<file path="config.mk">
export PLATFORM = sky130hd
export DESIGN_NAME = sign_capture_controller
export DESIGN_NICKNAME = d
export VERILOG_FILES = /design/src/rtl/sign_capture_controller.sv
export SDC_FILE = /design/constraint.sdc
export NUM_CORES = 1
export LEC_CHECK = 0
export BUFFER_PORTS_ARGS = -buffer_cell sky130_fd_sc_hd__buf_2
export CORE_ASPECT_RATIO = 0.7
export CORE_MARGIN = 3
export CORE_UTILIZATION = 50
export CTS_BUF_LIST = sky130_fd_sc_hd__clkbuf_4
export DETAILED_ROUTE_END_ITERATION = 16
export PLACE_DENSITY = 0.78
export SETUP_SLACK_MARGIN = 0.05
export SLEW_MARGIN = 20
export SYNTH_ARGS = -nofsm -noshare
export SYNTH_HDL_FRONTEND = slang
export SYNTH_SLANG_ARGS = --single-unit
</file>
<file path="constraint.sdc">
create_clock -name clk -period 2.3 [get_ports clk]
set_input_delay 0.115 -clock clk [delete_from_list [all_inputs] [get_ports clk]]
set_output_delay 0.115 -clock clk [all_outputs]
set_load 0.005 [all_outputs]
</file>
<file path="src/rtl/sign_capture_controller.sv">
// Debounces the raw finger pattern, applies stable patterns to SignIdentification,
// captures the resulting sign once per gesture and queues it in a small valid/ready FIFO.
module sign_capture_controller #(
  parameter int STABLE_CYCLES = 4,
  parameter int FIFO_DEPTH    = 4
) (
  input  logic       clk,
  input  logic       rst,
  input  logic       enable,
  input  logic [4:0] finger_in,
  output logic [4:0] finger_out,
  input  logic [3:0] sign_value,
  output logic [3:0] sign_out,
  output logic       sign_valid,
  input  logic       sign_ready,
  output logic       overflow,
  output logic       busy
);

  localparam int AW = $clog2(FIFO_DEPTH);
  localparam logic [AW:0] FULL_OCC = (AW+1)'(FIFO_DEPTH);
  localparam logic [7:0]  LAST_CNT = 8'(STABLE_CYCLES - 1);

  typedef enum logic [2:0] {IDLE, SETTLE, APPLY, CAPTURE, HOLD} state_t;

  state_t      state, state_nx;
  logic [4:0]  cand, cand_nx;
  logic [7:0]  cnt, cnt_nx;
  logic [4:0]  finger_nx;
  logic        push;

  logic [3:0]  mem [FIFO_DEPTH];
  logic [AW-1:0] wr_ptr, rd_ptr;
  logic [AW:0] occ;
  logic        pop, full, do_push, drop;

  always_comb begin
    state_nx  = state;
    cand_nx   = cand;
    cnt_nx    = cnt;
    finger_nx = finger_out;
    push      = 1'b0;
    case (state)
      IDLE: begin
        if (enable) begin
          cand_nx  = finger_in;
          cnt_nx   = 8'd0;
          state_nx = SETTLE;
        end
      end
      SETTLE: begin
        if (finger_in != cand) begin
          cand_nx = finger_in;
          cnt_nx  = 8'd0;
        end else if (cnt == LAST_CNT) begin
          finger_nx = cand;
          state_nx  = APPLY;
        end else begin
          cnt_nx = cnt + 8'd1;
        end
      end
      APPLY:   state_nx = CAPTURE;
      CAPTURE: begin
        push     = 1'b1;
        state_nx = HOLD;
      end
      HOLD: begin
        if (finger_in != finger_out) begin
          cand_nx  = finger_in;
          cnt_nx   = 8'd0;
          state_nx = SETTLE;
        end
      end
      default: state_nx = IDLE;
    endcase
    // Stopping freezes the datapath registers; only the pending capture push survives.
    if (!enable) begin
      state_nx  = IDLE;
      cand_nx   = cand;
      cnt_nx    = cnt;
      finger_nx = finger_out;
    end
  end

  always_ff @(posedge clk or posedge rst) begin
    if (rst) begin
      state      <= IDLE;
      cand       <= 5'd0;
      cnt        <= 8'd0;
      finger_out <= 5'd0;
      busy       <= 1'b0;
    end else begin
      state      <= state_nx;
      cand       <= cand_nx;
      cnt        <= cnt_nx;
      finger_out <= finger_nx;
      busy       <= (state_nx == SETTLE) || (state_nx == APPLY) || (state_nx == CAPTURE);
    end
  end

  // FIFO: a pop frees the slot a simultaneous push needs, so full+pop+push is legal.
  assign sign_valid = (occ != '0);
  assign full       = (occ == FULL_OCC);
  assign pop        = sign_valid & sign_ready;
  assign do_push    = push & (~full | pop);
  assign drop       = push & full & ~pop;
  assign sign_out   = sign_valid ? mem[rd_ptr] : 4'd0;

  always_ff @(posedge clk) begin
    if (do_push) mem[wr_ptr] <= sign_value;
  end

  always_ff @(posedge clk or posedge rst) begin
    if (rst) begin
      wr_ptr   <= '0;
      rd_ptr   <= '0;
      occ      <= '0;
      overflow <= 1'b0;
    end else begin
      if (do_push) wr_ptr <= wr_ptr + 1'b1;
      if (pop)     rd_ptr <= rd_ptr + 1'b1;
      case ({do_push, pop})
        2'b10:   occ <= occ + 1'b1;
        2'b01:   occ <= occ - 1'b1;
        default: occ <= occ;
      endcase
      if (drop) overflow <= 1'b1;
    end
  end

endmodule

</file>
=== Word-level counts from Yosys, hierarchy flattened ===
Memories as Yosys holds them, arrays and structs flattened.
Index checks and enable logic that the tools add are counted.

* RAM bits: 16
* Bits in registers: 30
* Memories: 1
* Input bits: 13

* Mux-type cells: 17
* Reduce and logical (&&, ||, !) cells: 9
* Equality and inequality tests: 16
* Bitwise gates (word level): 8
* Add/subtract/negate cells: 5

{| class="wikitable"
|+ Memories
! memory !! words !! bits a word !! rd ports !! clocked after Yosys merged registers in !! write ports !! RTL line !! text
|-
| mem || 4 || 4 || 1 || 0 || 1 || 32 || <nowiki>logic [3:0] mem [FIFO_DEPTH];</nowiki>
|}

{| class="wikitable"
|+ Operators by type and width
! cell !! number
|-
| $mux W8 || 3
|-
| $pmux W8 S3 || 1
|-
| $pmux W3 S5 || 1
|-
| $pmux W5 S3 || 1
|-
| $eq A3 B2 Y1 const B || 4
|-
| $mux W3 || 4
|-
| $reduce_and A4 Y1 || 3
|-
| $mux W5 || 2
|-
| $ne A5 B5 Y1 || 2
|-
| $add A8 B1 Y8 const B || 1
|-
| $eq A8 B2 Y1 const B || 1
|-
| $eq A3 B1 Y1 const B || 2
|-
| $eq A3 B3 Y1 const B || 2
|-
| $pmux W3 S2 || 1
|-
| $reduce_bool A3 Y1 || 2
|-
| $add A2 B1 Y2 const B || 2
|-
| $and A1 B1 Y1 || 4
|-
| $mux W4 || 1
|-
| $ne A2 B2 Y1 const B || 2
|-
| $add A3 B1 Y3 const B || 1
|-
| $logic_not A3 Y1 || 1
|-
| $mux W1 || 3
|-
| $ne A3 B3 Y1 const B || 1
|-
| $not A1 Y1 || 3
|-
| 6 further kinds || 7
|}

=== Logic depth before layout (Yosys ltp) ===
Gate-level depths: netlist of the first run.

* Word-level depth: 8
* Gate-level depth with buffers: 9
* Depth with buffers taken out: 9

=== Worst setup path after synthesis of the first run ===
No wires, ideal clock.

* Kind: flip-flop to flip-flop
* Start point: reg cnt[3]
* End point: reg finger_out[0]
* Path slack: 278 ps
* Stages on the path, launching flop included: 5
* Data arrival time: 1898 ps
* Library setup time: 125 ps
* Data required time: 2175 ps
* Cell sequence: dfrtp_1 > or4_4 > or3_4 > nor4_4 > mux2_2

* Longest elaborated chain between the ends: 2

{| class="wikitable"
|+ Ends and longest elaborated chain
! what !! RTL line !! text
|-
| start: declaration || 28 || <nowiki>logic [7:0] cnt, cnt_nx;</nowiki>
|-
| start signal: assignment || 95 || <nowiki>cnt <= cnt_nx;</nowiki>
|-
| $eq A8 B2 Y1 || 55 || <nowiki>end else if (cnt == LAST_CNT) begin</nowiki>
|-
| $reduce_and A4 Y1 (no source line) || -- ||
|-
| end signal: assignment || 96 || <nowiki>finger_out <= finger_nx;</nowiki>
|-
| end: declaration || 11 || <nowiki>output logic [4:0] finger_out,</nowiki>
|}

No other way between the ends.
A chain may end at the register's enable or synchronous reset.

=== Worst setup path in the final report of the first run ===
* Start point: reg cnt[3]
* End point: reg finger_out[3]

Same word-level chain as after synthesis.

==> results of run 1 <==
-- cell families after synthesis --
| group | count (synthesis) | share of synthesized area (%) |
|---|---|---|
| AO/OA/AOI/OAI | 25 | 7.54 |
| XOR/XNOR | 16 | 6.30 |
| adder cells (fa/ha/maj) | 7 | 4.27 |
| buffers and inverters | 14 | 2.36 |
| flip-flops | 46 | 55.3 |
| multiplexers | 16 | 10.0 |
| AND/OR/NAND/NOR | 53 | 14.2 |
-- report_power, final --
| group | internal [mW] | switching [mW] | total, mW |
|---|---|---|---|
| Sequential | 0.910 | 0.0884 | 0.998 |
| Combinational | 0.243 | 0.185 | 0.429 |
| Clock | 0.110 | 0.229 | 0.340 |
-- metal layers --
metal | global-route usage (%) | vias up
li1 | - | 718
met1 | 24.7 | 706
met2 | 23.8 | 47
met3 | 4.08 | 2
met4 | 4.06 | 0
met5 | 0 | -
-- final timing paths --
| path | cells past startpoint | slack (ps) | endpoint | start |
|---|---|---|---|---|
| worst max-delay path | 5 | 100 | finger_out[3]$_DFFE_PP0P_ | cnt[3]$_DFFE_PP0P_ |
| worst min-delay path | 2 | 20 | state[2]$_DFF_PP0_ | enable |
| worst max register to register | 5 | 100 | finger_out[3]$_DFFE_PP0P_ | cnt[3]$_DFFE_PP0P_ |
| worst min register to register | 1 | 480 | overflow$_DFFE_PP0P_ | overflow$_DFFE_PP0P_ |
| max in group asynchronous | 4 | 1630 | occ[0]$_DFFE_PP0P_ | rst |
| min in group asynchronous | 4 | 380 | cnt[1]$_DFFE_PP0P_ | rst |
-- per-stage QoR --
step	setup slack, ps	utilization, %
floorplan	278	-
global placement	144	59.9
detailed placement	62.7	59.9
CTS	119	62.4
global route	41.9	62.6
finish	98.9	62.6
-- synthesized netlist by cell type (all sizes together) (5+ instances only) --
cell	number
and2	9
dfrtp	30
edfxtp	16
ha	6
inv	12
mux2	10
nand2	5
nand3	7
nor2	9
nor3	6
o21ai	8
xnor2	13
-- cell type report --
class | count | area share, %
Inverter | 12 | 1.76
Clock inverter | 2 | 0.391
Multi-Input combinational cell | 117 | 37.0
Clock buffer | 5 | 1.47
Tap cell | 52 | 2.54
Timing Repair Buffer | 36 | 8.70
Sequential cell | 46 | 48.1
-- state kept, by name, indices dropped and copies added (netlist names), 2 cells and up --
register / flops
mem: 16
cnt: 8
cand: 5
finger_out: 5
occ: 3
state: 3
rd_ptr: 2
wr_ptr: 2
-- critical path: stages, from the launching register on --
cell and delay, ps:
dfrtp_1 440, or4_4 540, or3_4 370, nor4_4 210, buf_4 190, mux2_2 340
-- timing repair --
action                                  4_1_cts  5_1_grt
endpoints found under the setup margin        1        1
pin swaps                                     0        1
resized for setup                             1        0
buffers inserted                              0        1
endpoints found under the hold margin        46        0
hold buffers                                  5        0
==> qor.yml, run 1 <==
yosys:
  synth_largest_area_cell: "dfrtp_1"
  syn-num-nets: 197
  ys_ff_latch: 46
  synthDominantCellAreaShare_pct: 33.7
  yosysSeqAreaShare_pct: 55.3
  synth_cells: 177
  syn-cell-area_mm2: 0.00222
  synth_edf_count: 16
  postSynthAreaPerCell_um2: 12.6
  async_flop_share_pct: 65.2
  ys_types: 37
  synthTopCellsByArea: "dfrtp_1, edfxtp_1, xnor2_1, mux2_2, mux4_2"
  yosysWarningCount: 0
  synth_top_flop_cell: "dfrtp_1"
cells_and_area:
  area_growth_pct: 15.0
  ff_latch_area_mm2: 0.00123
  final_common_cell: "dfrtp_1"
  fin_area_mm2: 0.00256
  final_nets: 238
  drive_above_1_share_pct: 27.5
  antenna_cells: 0
  final_cell_mix: "dfrtp_1, buf_2, edfxtp_1, xnor2_1, inv_1"
  multi_input_area_um2: 947
  layout.cells.non_filler: 270
  nFillCells: 319
timing:
  relSlewSlack_pct: 61.6
  setup-violations-final: 0
  hold_ws_ps: 16.8
  skew_ps: 4.43
  hold_viol: 0
  tightestPinTransition_ps: 571
  drv_slew: 0
  period_needed_ps: 2200
  finalCritPeriodShare_pct: 95.7
  fmax_ghz: 0.454
  rsz0062_at_grt: "false"
  fin_setup_tns_ps: 0
floorplan:
  io-pin-count: 25
  core_mm2: 0.00409
  die_h_um: 61.8
  rows: 19
  die_area_mm2: 0.00530
  start_util_pct: 54.4
  die_w_um: 85.7
cts:
  numCtsBuffers: 5
  clock_path_buffers: 2
  clock_latency_ps: 330
  cts_tree: "built"
  clk_pin_slew_ps: 120
  cts_root_buf: "clkbuf_4"
  h-tree-depth: 2
  cts.sinks: 46
drt:
  met3_wirelength_um: 287
  first_pass_iters: 4
  num_vias: 1473
  wl_per_cell_um: 14.9
  drt_iter0_drc: 124
  maxUsedRoutingLayer: "met4"
  drt-total-wl_mm: 4.02
  wl_met1_mm: 1.99
  wl_met2_mm: 1.73
  avgViaCountPerCell: 5.46
  final_antenna_net_count: 0
  drc: 0
global_route:
  grt_usage_pct: 16.3
  gr-total-overflow: 0
  grt_pass1_wl_mm: 6.58
  grt_max_degree: 31
  antenna_found_initial: 0
  grt_pass1_vias: 1341
setup_path:
  cp.arrival_ps: 2430
  worst_setup_path_start_kind: "flip-flop"
  critPathKind: "flip-flop to flip-flop"
  cp.required_ps: 2530
  cp-end-kind: "flip-flop"
  path_max_fanout: 6
power:
  ir_drop_uv: 496
  power.leakage_nw: 1.08
  finalPower_mw: 1.77
  power_density_mw_per_mm2: 690
hold_path:
  min_path_type: "primary input to flip-flop"
placement:
  post-place-cells: 257
  io_buffer_count: 24
  place_hpwl_mm: 3.03
  placed_area_mm2: 0.00245
  gp_congestion: 0.895
outcome:
  outcome: "finished, final reports clean"
run:
  drv_cap: 0
No activity file was read; power rests on OpenSTA's default activity.
==> inputs of run 2 (changes only) <==
==> constraint.sdc (replaced) <==
create_clock -name clk -period 2.3 [get_ports clk]
set_input_delay 0.345 -clock clk [delete_from_list [all_inputs] [get_ports clk]]
set_output_delay 0.345 -clock clk [all_outputs]
set_load 0.005 [all_outputs]
==> run 2 against run 1 <==
Final area grew 0.34%. Utilization grew 0.21 points. Global-route usage grew 1.7 points. Clock power grew 17%. Register-to-register slack lost 30 ps. Hold slack gained 16 ps. First-iteration DRC count shrank 21%. Worst setup slack lost 29 ps. Wire length grew 7.6%. Largest cell class unchanged. Highest routed layer unchanged.
==> qor.yml, run 2 (synthesis results as in run 1) <==
setup_path:
  worst_setup_path_start_kind: "flip-flop"
  cp.required_ps: 2550  # +20 ps
  cp-end-kind: "flip-flop"
  path_max_fanout: 5  # -1
  critPathKind: "flip-flop to flip-flop"
  cp.arrival_ps: 2480  # +50 ps
timing:
  finalCritPeriodShare_pct: 97.0  # +1.3 points
  drv_slew: 0  # unchanged
  hold_ws_ps: 33.2  # +16.4 ps
  period_needed_ps: 2230  # +29.1 ps
  relSlewSlack_pct: 59.6  # -2.1 points
  hold_viol: 0  # unchanged
  setup-violations-final: 0  # unchanged
  skew_ps: 7.97  # +3.53 ps
  rsz0062_at_grt: "true"
  fmax_ghz: 0.448  # -1.3%
  worst_slack_ps: 69.8  # -29.1 ps
  tightestPinTransition_ps: 602  # +30.9 ps
drt:
  drt_iter0_drc: 98  # -21%
  final_antenna_net_count: 0  # unchanged
  first_pass_iters: 4  # unchanged
  avgViaCountPerCell: 5.62  # +3.1%
  wl_per_cell_um: 16.1  # +8.4%
  num_vias: 1507  # +2.3%
  drc: 0  # unchanged
  drt-total-wl_mm: 4.32  # +7.6%
cts:
  h-tree-depth: 2  # unchanged
  ctsHoldBuffers: 0  # -5
  cts_root_buf: "clkbuf_4"
  clk_pin_slew_ps: 120  # about the same
  cts_tree: "built"
  cts.sinks: 46  # unchanged
  numCtsBuffers: 5  # unchanged
  clock_latency_ps: 350  # +20 ps
  clock_path_buffers: 2  # unchanged
global_route:
  grt_usage_pct: 18.1  # +1.7 points
  gr-total-overflow: 0  # unchanged
  grt_pass1_wl_mm: 7.18  # +9.0%
  grt_max_degree: 31  # unchanged
  antenna_found_initial: 0  # unchanged
  grt_pass1_vias: 1439  # +7.3%
outcome:
  outcome: "finished, final reports clean"
cells_and_area:
  fin_area_mm2: 0.00257  # +0.34%
  antenna_cells: 0  # unchanged
  drive_above_1_share_pct: 29.2  # +1.6 points
  layout.cells.non_filler: 268  # -0.74%
  final_nets: 235  # -1.3%
  nFillCells: 341  # +6.9%
  final_cell_mix: "dfrtp_1, buf_2, edfxtp_1, xnor2_1, inv_1"
  regMostFlops: "mem"
  largest_reg_flops: 16  # unchanged
  area_growth_pct: 15.4
  largestRegisters: "mem x16, cnt x8"
  final_common_cell: "dfrtp_1"
run:
  drv_cap: 0  # unchanged
power:
  power.leakage_nw: 1.09  # +0.88%
  power_density_mw_per_mm2: 711  # +2.9%
  ir_drop_uv: 499  # +0.71%
placement:
  placed_area_mm2: 0.00245  # unchanged
  place_hpwl_mm: 3.11  # +2.4%
  io_buffer_count: 24  # unchanged
  post-place-cells: 257  # unchanged
  post-place-ws_ps: -27.7  # -90.4 ps
  gp_congestion: 0.868  # -3.0%
floorplan:
  io-pin-count: 25  # unchanged
  start_util_pct: 54.4  # unchanged
  die_w_um: 85.7  # unchanged
  rows: 19  # unchanged
  core_mm2: 0.00409  # unchanged
  die_area_mm2: 0.00530  # unchanged
  die_h_um: 61.8  # unchanged
hold_path:
  min_path_type: "primary input to async pin"
[run 2: routing by layer]
metal | track usage, % | vias to the layer above | share of wire [%]
met5 | 0 | - | 0
met4 | 7.45 | 0 | 1.2
met3 | 4.22 | 7 | 6.2
met2 | 25.4 | 49 | 44
met1 | 27.0 | 736 | 48
li1 | - | 715 | -
[run 2: stage by stage]
| step | utilization [%] | setup TNS (ps) | power (mW) |
|---|---|---|---|
| 5_1_grt | 62.8 | 0 | 1.96 |
| 3_3_place_gp | 59.9 | 0 | 1.41 |
| 4_1_cts | 61.5 | 0 | 1.84 |
| 3_5_place_dp | 59.9 | -27.7 | 1.43 |
| 2_1_floorplan | - | 0 | 1.29 |
| 6_report | 62.8 | 0 | 1.82 |
[run 2: worst paths after layout]
kind | start | to | slack (ps) | cells after the start
max in group asynchronous | rst | cnt[4]$_DFFE_PP0P_ | 1980 | 3
worst max register to register | cnt[5]$_DFFE_PP0P_ | finger_out[3]$_DFFE_PP0P_ | 70 | 5
worst min-delay path | rst | cnt[0]$_DFFE_PP0P_ | 30 | 3
worst max-delay path | cnt[5]$_DFFE_PP0P_ | finger_out[3]$_DFFE_PP0P_ | 70 | 5
worst min register to register | overflow$_DFFE_PP0P_ | overflow$_DFFE_PP0P_ | 490 | 1
min in group clk | sign_value[2] | mem[1][2]$_DFFE_PP_ | 200 | 1
[run 2: timing repair]
action | 4_1_cts | 5_1_grt
endpoints found under the setup margin | 1 | 6
resized for setup | 1 | 7
buffers inserted | 0 | 3
pin swaps | 0 | 3
[run 2: power by group]
part | leakage, nW | internal [mW] | switching, mW
combinational | 0.521 | 0.240 | 0.182
sequential | 0.535 | 0.910 | 0.0966
clock | 0.0368 | 0.158 | 0.239
[run 2: final cells by class]
| class | count | area [um^2] | share of cell area, % |
|---|---|---|---|
| tap | 52 | 65.1 | 2.53 |
| clock buffer | 8 | 60.1 | 2.34 |
| multi-input combinational | 117 | 975 | 38.0 |
| timing repair buffer | 33 | 191 | 7.46 |
| inverter | 12 | 45.0 | 1.75 |
| sequential | 46 | 1230 | 48.0 |
[run 2: worst max-delay path: stages, from the launching register on]
cell and delay [ps]:
dfrtp_1 410, or4_4 540, or3_4 410, nor4_4 290
buf_6 170, mux2_4 300
==> inputs of run 3 (changes only) <==
- PLACE_DENSITY: 0.78 -> 0.73
- clock period: 2.3 -> 2.31 ns (I/O delays scaled with it)
==> run 3 against run 2 <==
Worst setup slack improved by 14 ps. Sequential power barely moved. Clock power fell by 8.3%. Clock skew rose by 1.0 ps. Critical endpoint is now finger_out[4]$_DFFE_PP0P_.
==> qor.yml, run 3 (synthesis results as in run 1) <==
drt:
  wl_per_cell_um: 15.5  # -4.1%
  avgViaCountPerCell: 5.63  # +0.11%
  final_antenna_net_count: 0  # unchanged
  num_vias: 1503  # -0.27%
  first_pass_iters: 4  # unchanged
  drc: 0  # unchanged
  drt-total-wl_mm: 4.13  # -4.4%
  drt_iter0_drc: 69  # -30%
floorplan:
  die_w_um: 85.7  # unchanged
  core_mm2: 0.00409  # unchanged
  die_area_mm2: 0.00530  # unchanged
  start_util_pct: 54.4  # unchanged
  rows: 19  # unchanged
  die_h_um: 61.8  # unchanged
  io-pin-count: 25  # unchanged
global_route:
  grt_max_degree: 31  # unchanged
  grt_pass1_wl_mm: 6.77  # -5.7%
  grt_pass1_vias: 1487  # +3.3%
  antenna_found_initial: 0  # unchanged
  grt_usage_pct: 17.0  # -1.1 points
  gr-total-overflow: 0  # unchanged
cells_and_area:
  final_nets: 234  # -0.43%
  final_common_cell: "dfrtp_1"
  largestRegisters: "mem x16, cnt x8"
  antenna_cells: 0  # unchanged
  largest_reg_flops: 16  # unchanged
  layout.cells.non_filler: 267  # -0.37%
  final_cell_mix: "dfrtp_1, buf_2, edfxtp_1, xnor2_1, inv_1"
  drive_above_1_share_pct: 28.8  # -0.33 points
  fin_area_mm2: 0.00253  # -1.4%
  regMostFlops: "mem"
  area_growth_pct: 13.8
setup_path:
  cp.arrival_ps: 2480  # about the same
  path_max_fanout: 5  # unchanged
  cp-end-kind: "flip-flop"
  reg2reg_depth: 5  # unchanged
  critPathKind: "flip-flop to flip-flop"
  worst_setup_path_start_kind: "flip-flop"
  reg2reg_to: "finger_out[4]$_DFFE_PP0P_"
  crit_slowest_cell: "or4_4"
  reg2reg_from: "cnt[3]$_DFFE_PP0P_"
  worst_path_largest_cell_delay_ps: 540  # about the same
  path_cells: "or4_4 -> or3_4 -> nor4_4 -> buf_4 -> mux2_2"
  cp.required_ps: 2560  # about the same
  ff2ff_setup_slack_ps: 80  # about the same
placement:
  place_hpwl_mm: 3.06  # -1.5%
  gp_congestion: 0.790  # -9.1%
  post-place-cells: 255  # -0.78%
  io_buffer_count: 24  # unchanged
  placed_area_mm2: 0.00243  # -0.61%
outcome:
  outcome: "finished, final reports clean"
timing:
  hold_ws_ps: 42.8  # +9.59 ps
  setup-violations-final: 0  # unchanged
  period_needed_ps: 2230  # -4.28 ps
  skew_ps: 9.00  # +1.03 ps
  finalCritPeriodShare_pct: 96.4  # -0.60 points
  relSlewSlack_pct: 67.2  # +7.6 points
  drv_slew: 0  # unchanged
  hold_viol: 0  # unchanged
  tightestPinTransition_ps: 493  # -110 ps
  fmax_ghz: 0.449  # +0.19%
  fin_setup_tns_ps: 0  # unchanged
  rsz0062_at_grt: "true"
power:
  power_density_mw_per_mm2: 710  # -0.12%
  power_frac_comb_pct: 24.0  # +0.9 points
  p_sw_uw: 524  # +1.4%
  clkPwrFrac_pct: 20.3  # -1.4 points
  power.leakage_nw: 1.08  # -1.6%
  ir_drop_uv: 480  # -3.8%
  p_sw_share_pct: 29.2  # +0.82 points
  power.share.sequential_pct: 55.8  # +0.7 points
  power.internal_mw: 1.27  # -2.6%
hold_path:
  min_path_type: "primary input to async pin"
cts:
  clk_pin_slew_ps: 130  # about the same
  h-tree-depth: 2  # unchanged
  clock_latency_ps: 350  # about the same
  clock_path_buffers: 2  # unchanged
  cts_tree: "built"
  cts.sinks: 46  # unchanged
  cts_root_buf: "clkbuf_4"
  numCtsBuffers: 5  # unchanged
run:
  drv_cap: 0  # unchanged
## run 3: cell count changes in the layout (fill, tap and decap cells not counted)
cell,delta
dfrtp_2,+1
mux2_4,-5
buf_6,-1
mux2_2,+5
dfrtp_1,-1
clkinv_1,+1
clkinv_2,+1
clkbuf_4,-2
## run 3: how the worst max path moves through the flow
stage | from | end | slack [ps] | cells after the start
detailed placement | occ[0]$_DFFE_PP0P_ | occ[2]$_DFFE_PP0P_ | 90 | 9
floorplan | cnt[3]$_DFFE_PP0P_ | finger_out[0]$_DFFE_PP0P_ | 290 | 4
global placement | sign_ready | occ[2]$_DFFE_PP0P_ | 150 | 10
CTS | occ[0]$_DFFE_PP0P_ | occ[2]$_DFFE_PP0P_ | 50 | 9
finish | cnt[3]$_DFFE_PP0P_ | finger_out[4]$_DFFE_PP0P_ | 80 | 5
global route | cnt[5]$_DFFE_PP0P_ | finger_out[4]$_DFFE_PP0P_ | 40 | 5
## run 3: layout make-up
| type | count | area, um^2 |
|---|---|---|
| Fill cell | 351 | 1560 |
| Sequential cell | 46 | 1230 |
| Multi-Input combinational cell | 117 | 956 |
| Timing Repair Buffer | 32 | 180 |
| Tap cell | 52 | 65.1 |
| Clock buffer | 6 | 45.0 |
| Inverter | 12 | 45.0 |
| Clock inverter | 2 | 8.76 |
## run 3: power by group through the flow
stage	Combinational [mW]	Clock (mW)	Sequential, mW
final	0.431	0.364	1.00
after global routing	0.483	0.413	1.02
after CTS	0.426	0.378	0.994
after detailed placement	0.422	0	1.01
after global placement	0.400	0	1.01
after floorplan	0.322	0	0.966
## run 3: metal layers
| metal | up-vias | share of wire [%] | track usage, % |
|---|---|---|---|
| li1 | 706 | - | - |
| met1 | 733 | 50 | 23.2 |
| met2 | 55 | 42 | 25.8 |
| met3 | 9 | 6.2 | 5.80 |
| met4 | 0 | 1.6 | 5.87 |
| met5 | - | 0 | 0 |
## run 3: per-stage QoR
stage          utilization (%)  power, mW  setup WS, ps
2_1_floorplan                -       1.29           288
3_3_place_gp              59.5       1.41           147
3_5_place_dp              59.5       1.43          90.7
4_1_cts                   60.8       1.80          51.5
5_1_grt                   61.9       1.91          40.7
6_report                  61.9       1.80          84.1
## run 3: critical path: cells and delay by family (launching register included)
kind | cells | cell delay, ps
DFF | 1 | 420
muxes | 1 | 330
and+or+nand+nor | 3 | 1190
buffers and inverters | 1 | 190
## run 3: what timing repair did
| item | in CTS | in global routing |
|---|---|---|
| gates resized for setup | 0 | 3 |
| setup buffers | 0 | 4 |
| hold endpoints to repair | 0 | 0 |
| hold buffers | 0 | 0 |
| setup endpoints to repair | 0 | 6 |
